**src/rtl/count_sched.sv**
```systemverilog
// Round-robin scheduler sharing a +STEP_HI/+STEP_LO accumulator between two burst requesters.
// Optional build macro COUNT_SCHED_SAT_EN makes the accumulator saturate instead of wrapping.
module count_sched #(
  parameter int WIDTH   = 8,
  parameter int LEN_W   = 4,
  parameter int STEP_HI = 2,
  parameter int STEP_LO = 3
) (
  input  logic               CLK,
  input  logic               RST,
  input  logic [1:0]         req,
  input  logic [1:0]         req_sel,
  input  logic [2*LEN_W-1:0] req_len,
  output logic [1:0]         grant,
  output logic [1:0]         done,
  output logic               busy,
  output logic [WIDTH-1:0]   out_num
);

  typedef enum logic [1:0] {S_IDLE, S_RUN, S_DONE} state_t;

  state_t             r_state, w_state_nxt;
  logic               r_ptr, w_ptr_nxt;
  logic               r_win, w_win_nxt;
  logic               r_sel, w_sel_nxt;
  logic [LEN_W-1:0]   r_rem, w_rem_nxt;
  logic [1:0]         r_grant, w_grant_nxt;
  logic [1:0]         r_done, w_done_nxt;
  logic               r_busy, w_busy_nxt;
  logic [WIDTH-1:0]   r_out, w_out_nxt;
  logic               w_cand;
  logic [LEN_W-1:0]   w_len;

  function automatic logic [WIDTH-1:0] acc_step(input logic [WIDTH-1:0] a, input logic sel);
`ifdef COUNT_SCHED_SAT_EN
    logic [WIDTH:0] s;
    s = {1'b0, a} + (WIDTH+1)'(sel ? STEP_HI : STEP_LO);
    return s[WIDTH] ? {WIDTH{1'b1}} : s[WIDTH-1:0];
`else
    return a + WIDTH'(sel ? STEP_HI : STEP_LO);
`endif
  endfunction

  // Both requesting: pointer wins; otherwise the single requester (req[1] picks index 1).
  assign w_cand = (req == 2'b11) ? r_ptr : req[1];
  assign w_len  = w_cand ? req_len[2*LEN_W-1:LEN_W] : req_len[LEN_W-1:0];

  always_comb begin
    w_state_nxt = r_state;
    w_ptr_nxt   = r_ptr;
    w_win_nxt   = r_win;
    w_sel_nxt   = r_sel;
    w_rem_nxt   = r_rem;
    w_grant_nxt = r_grant;
    w_done_nxt  = 2'b00;
    w_out_nxt   = r_out;
    case (r_state)
      S_IDLE: begin
        if (req != 2'b00) begin
          w_win_nxt   = w_cand;
          w_sel_nxt   = req_sel[w_cand];
          w_grant_nxt = w_cand ? 2'b10 : 2'b01;
          if (w_len == '0) begin
            w_state_nxt = S_DONE;
            w_done_nxt  = w_cand ? 2'b10 : 2'b01;
          end else begin
            w_rem_nxt   = w_len;
            w_state_nxt = S_RUN;
          end
        end
      end
      S_RUN: begin
        w_out_nxt = acc_step(r_out, r_sel);
        w_rem_nxt = r_rem - 1'b1;
        if (r_rem == LEN_W'(1)) begin
          w_state_nxt = S_DONE;
          w_done_nxt  = r_grant;
        end
      end
      S_DONE: begin
        w_state_nxt = S_IDLE;
        w_grant_nxt = 2'b00;
        w_ptr_nxt   = ~r_win;
      end
      default: w_state_nxt = S_IDLE;
    endcase
    w_busy_nxt = (w_state_nxt != S_IDLE);
  end

  always_ff @(posedge CLK) begin
    if (RST) begin
      r_state <= S_IDLE;
      r_ptr   <= 1'b0;
      r_win   <= 1'b0;
      r_sel   <= 1'b0;
      r_rem   <= '0;
      r_grant <= 2'b00;
      r_done  <= 2'b00;
      r_busy  <= 1'b0;
      r_out   <= '0;
    end else begin
      r_state <= w_state_nxt;
      r_ptr   <= w_ptr_nxt;
      r_win   <= w_win_nxt;
      r_sel   <= w_sel_nxt;
      r_rem   <= w_rem_nxt;
      r_grant <= w_grant_nxt;
      r_done  <= w_done_nxt;
      r_busy  <= w_busy_nxt;
      r_out   <= w_out_nxt;
    end
  end

  assign grant   = r_grant;
  assign done    = r_done;
  assign busy    = r_busy;
  assign out_num = r_out;

endmodule

```
**config.mk**
```make
export PLATFORM = sky130hd
export DESIGN_NAME = count_sched
export DESIGN_NICKNAME = d
export VERILOG_FILES = /design/src/rtl/count_sched.sv
export SDC_FILE = /design/constraint.sdc
export NUM_CORES = 1
export LEC_CHECK = 0
export CORE_MARGIN = 2
export CORE_UTILIZATION = 51
export DETAILED_ROUTE_END_ITERATION = 12
export PLACE_DENSITY_LB_ADDON = 0.25
export SETUP_SLACK_MARGIN = 0.5
export SLEW_MARGIN = 20
export SYNTH_ARGS = -nofsm -noshare
export SYNTH_HDL_FRONTEND = slang
export SYNTH_SLANG_ARGS = --single-unit
```
**constraint.sdc**
```tcl
create_clock -name CLK -period 2.9 [get_ports CLK]
set_input_delay 0.87 -clock CLK [delete_from_list [all_inputs] [get_ports CLK]]
set_output_delay 0.87 -clock CLK [all_outputs]
set_load 0.02 [all_outputs]
```
==> flow_metrics.py <==
metrics = {
    "synthesis": {
        "synth_edf_count": 0,
        "syn_inst": 132,
        "yosys_warnings": 0,
        "ys.flop_type": "dfxtp_1",
        "syn-cell-area_um2": 1090,
        "synth_area_leaders": "dfxtp_1 (41%), nor2_1 (6.6%), nor3_1 (5.5%), ha_1 (4.6%), o21ai_0 (4.1%)",
        "synth_area_per_cell_um2": 8.23,
        "ys_seq_elements": 22,
        "seq_area_frac_synth": 0.406,
        "yosys.area.top_type_share": 0.406,
        "syn_nets": 150,
        "synth.largest_area_cell": "dfxtp_1",
        "yosysUniqueCellTypes": 34,
        "synth_async_sr_flop_share": 0,
    },
    "power": {
        "vdd.ir_drop.worst_mv": 0.596,
        "p_clk_frac": 0.299,
        "power.density_nw_per_um2": 552,
        "seqPwrFrac": 0.456,
        "internal_power_w": 0.000561,
        "p_sw_frac": 0.290,
        "power_switching_w": 0.000229,
        "p_leak_nw": 0.530,
        "comb_power_share": 0.245,
    },
    "detailed_routing": {
        "dr_total_vias": 1081,
        "via_per_inst": 5.78,
        "drt-met1-wl_mm": 1.07,
        "first_iter_violations": 20,
        "finalWirelength_mm": 2.66,
        "firstDrtPassIters": 4,
        "remaining_drc_errors": 0,
        "drtAntennaViolNets": 0,
        "wl_met3_um": 191,
        "wl_per_cell_um": 14.2,
        "top_layer": "met4",
        "wl_met2_mm": 1.31,
    },
    "clock_tree": {
        "clkLatencyLatePin_ns": 0.31,
        "htreeDepth": 1,
        "cts_tree": "yes",
        "clock-sinks": 22,
        "postCtsSetupBuffers": 0,
        "cts_buffers": 3,
        "cts_resized": 0,
        "ctsHoldBuffers": 0,
        "clockRootBuffer": "clkbuf_4",
        "clk_path_buf_depth": 2,
        "cts.clk_slew.worst_paths_ns": 0.12,
    },
    "placed_design": {
        "pre_cts_ws_ns": 0.278,
        "port_buffers": 26,
        "dp_hpwl_mm": 2.02,
        "routabilityCongestion": 0.844,
        "place_area_um2": 1380,
    },
    "setup_path": {
        "cp.arrival_ns": 2.47,
        "path_cells": "clkdlybuf4s50_1 > inv_2 > o21ai_4 > mux2_2 > a211oi_1 > a211oi_1",
        "start_kind": "input port",
        "worstPathMaxFanout": 8,
        "cp.required_ns": 3.08,
        "cp.buffers_inverters": 2,
        "crit_top_cell": "a211oi_1",
        "slowest_stage": "clkdlybuf4s50_1",
        "critical_path.max_stage_delay_ns": 0.56,
        "crit_family": "buffers and inverters",
        "end_kind": "flip-flop",
        "path_class": "in -> reg",
    },
    "sta": {
        "fin_skew_ns": 0.00795,
        "tightestPinTransition_ns": 0.587,
        "tns_ns": 0,
        "slew-limit-headroom": 0.608,
        "slew_viol_final": 0,
        "final-setup-viol-count": 0,
        "min_period_ns": 2.29,
        "setup_ws_ns": 0.613,
        "final_hold_viol_count": 0,
        "rsz0062_at_grt": "false",
        "fmax_mhz": 437,
        "post-route-period-util": 0.789,
    },
    "grt": {
        "grt_pass1_wl_mm": 4.53,
        "grt_pass1_vias": 1042,
        "track_usage": 0.236,
        "grt-ovfl-total": 0,
        "antenna_found_initial": 0,
        "grt_max_degree": 16,
    },
    "flow_run": {
        "maxCapViolations": 0,
    },
    "layout": {
        "n_antenna_cell": 0,
        "design_area_um2": 1430,
        "nets": 179,
        "fill_cells": 148,
        "syn2layout_area_growth_pct": 31.8,
        "drive_gt1_frac": 0.0813,
    },
    "floorplanning": {
        "die_h_um": 50.1,
        "die_w_um": 50.1,
        "core_um2": 1980,
        "ios": 27,
        "fp-row-count": 16,
        "initial_core_util": 0.548,
        "dieArea_um2": 2510,
    },
    "status": {
        "status": "finished clean",
    },
    "hold_path": {
        "hp-class": "reg -> reg",
    },
}
==> metal layers <==
| metal | vias to the layer above | track usage |
|---|---|---|
| met5 | - | 0 |
| met4 | 0 | 0.116 |
| met3 | 10 | 0.0536 |
| met2 | 47 | 0.406 |
| met1 | 497 | 0.273 |
| li1 | 527 | - |
==> final cells by class <==
type                            instances  area [um^2]  share of cell area
Clock buffer                            3         22.5              0.0157
Clock inverter                          1         30.0              0.0210
Inverter                                7         26.3              0.0184
Multi-Input combinational cell         99          603               0.421
Sequential cell                        22          440               0.308
Tap cell                               27         33.8              0.0236
Timing Repair Buffer                   28          275               0.192
==> layout by cell type, fill, tap and decap left out, types with 2 or more instances in the layout <==
cell type | netlist | routed
o21ai_0 | 9 | 9
buf_4 | 0 | 2
clkdlybuf4s50_1 | 0 | 26
nand2_1 | 10 | 10
xor2_1 | 4 | 4
inv_1 | 6 | 6
nor2_1 | 19 | 19
clkbuf_4 | 0 | 3
ha_1 | 4 | 4
nor4_1 | 2 | 2
a32oi_1 | 3 | 3
a211oi_1 | 3 | 3
nand3_1 | 7 | 7
a21oi_1 | 6 | 6
nor3_1 | 12 | 12
dfxtp_1 | 22 | 22
or3_1 | 2 | 2
xnor2_1 | 2 | 2
==> worst paths after layout <==
kind                            to  slack (ns)             startpoint  cells past startpoint
min             r_win$_SDFFE_PP0P_        0.48     r_win$_SDFFE_PP0P_                      2
min reg2reg     r_win$_SDFFE_PP0P_        0.48     r_win$_SDFFE_PP0P_                      2
max reg2reg  r_rem[3]$_SDFFE_PP0P_        1.26  r_state[1]$_SDFF_PP0_                      5
max          r_rem[0]$_SDFFE_PP0P_        0.61                 req[0]                      6
==> worst register-to-register path, delay by kind of cell, from the launching register on <==
family	cells	cell delay, ns
DFF	1	0.43
and+or+nand+nor	1	0.35
AOI/OAI and AO/OA	3	0.58
buffers and inverters	1	0.19
==> power by group through the flow <==
stage               Combinational (W)  Sequential (W)  Clock (W)
floorplan                    0.000116        0.000369          0
global placement             0.000189        0.000366          0
detailed placement           0.000193        0.000367          0
CTS                          0.000195        0.000360   0.000241
global route                 0.000216        0.000366   0.000253
finish                       0.000194        0.000361   0.000236
==> per-stage QoR <==
stage,total power [W],std cells,hold slack (ns),util
5_1_grt,0.000835,187,0.524,0.722
3_5_place_dp,0.000560,183,0.457,0.696
4_1_cts,0.000796,187,0.476,0.722
3_3_place_gp,0.000554,183,0.440,0.696
6_report,0.000791,187,0.476,0.722
2_1_floorplan,0.000485,132,0.432,-
==> logic make-up after synthesis <==
group	after synthesis	synth area share
AO/OA/AOI/OAI	30	0.194
multiplexers	3	0.0334
adder cells (fa/ha/maj)	4	0.0461
flip-flops	22	0.406
buffers and inverters	11	0.0392
XOR/XNOR	6	0.0484
AND/OR/NAND/NOR	56	0.234
==> registers in the layout, indices dropped and copies added (netlist names) <==
signal and cells:
r_state 2, out_num 8, r_rem 4, r_win 1, r_sel 1, done 2, busy 1, grant 2
r_ptr 1
==> synthesized netlist by cell type (2+ instances only) <==
library cell / instances
inv_1: 6
or3_1: 2
dfxtp_1: 22
nor2_1: 19
ha_1: 4
a21oi_1: 6
clkbuf_1: 3
xnor2_1: 2
xor2_1: 4
a211oi_1: 3
o21ai_0: 9
nand3_1: 7
nor4_1: 2
nor3_1: 12
nand2_1: 10
a32oi_1: 3
Note: power is estimated with default switching activity, not from simulation.
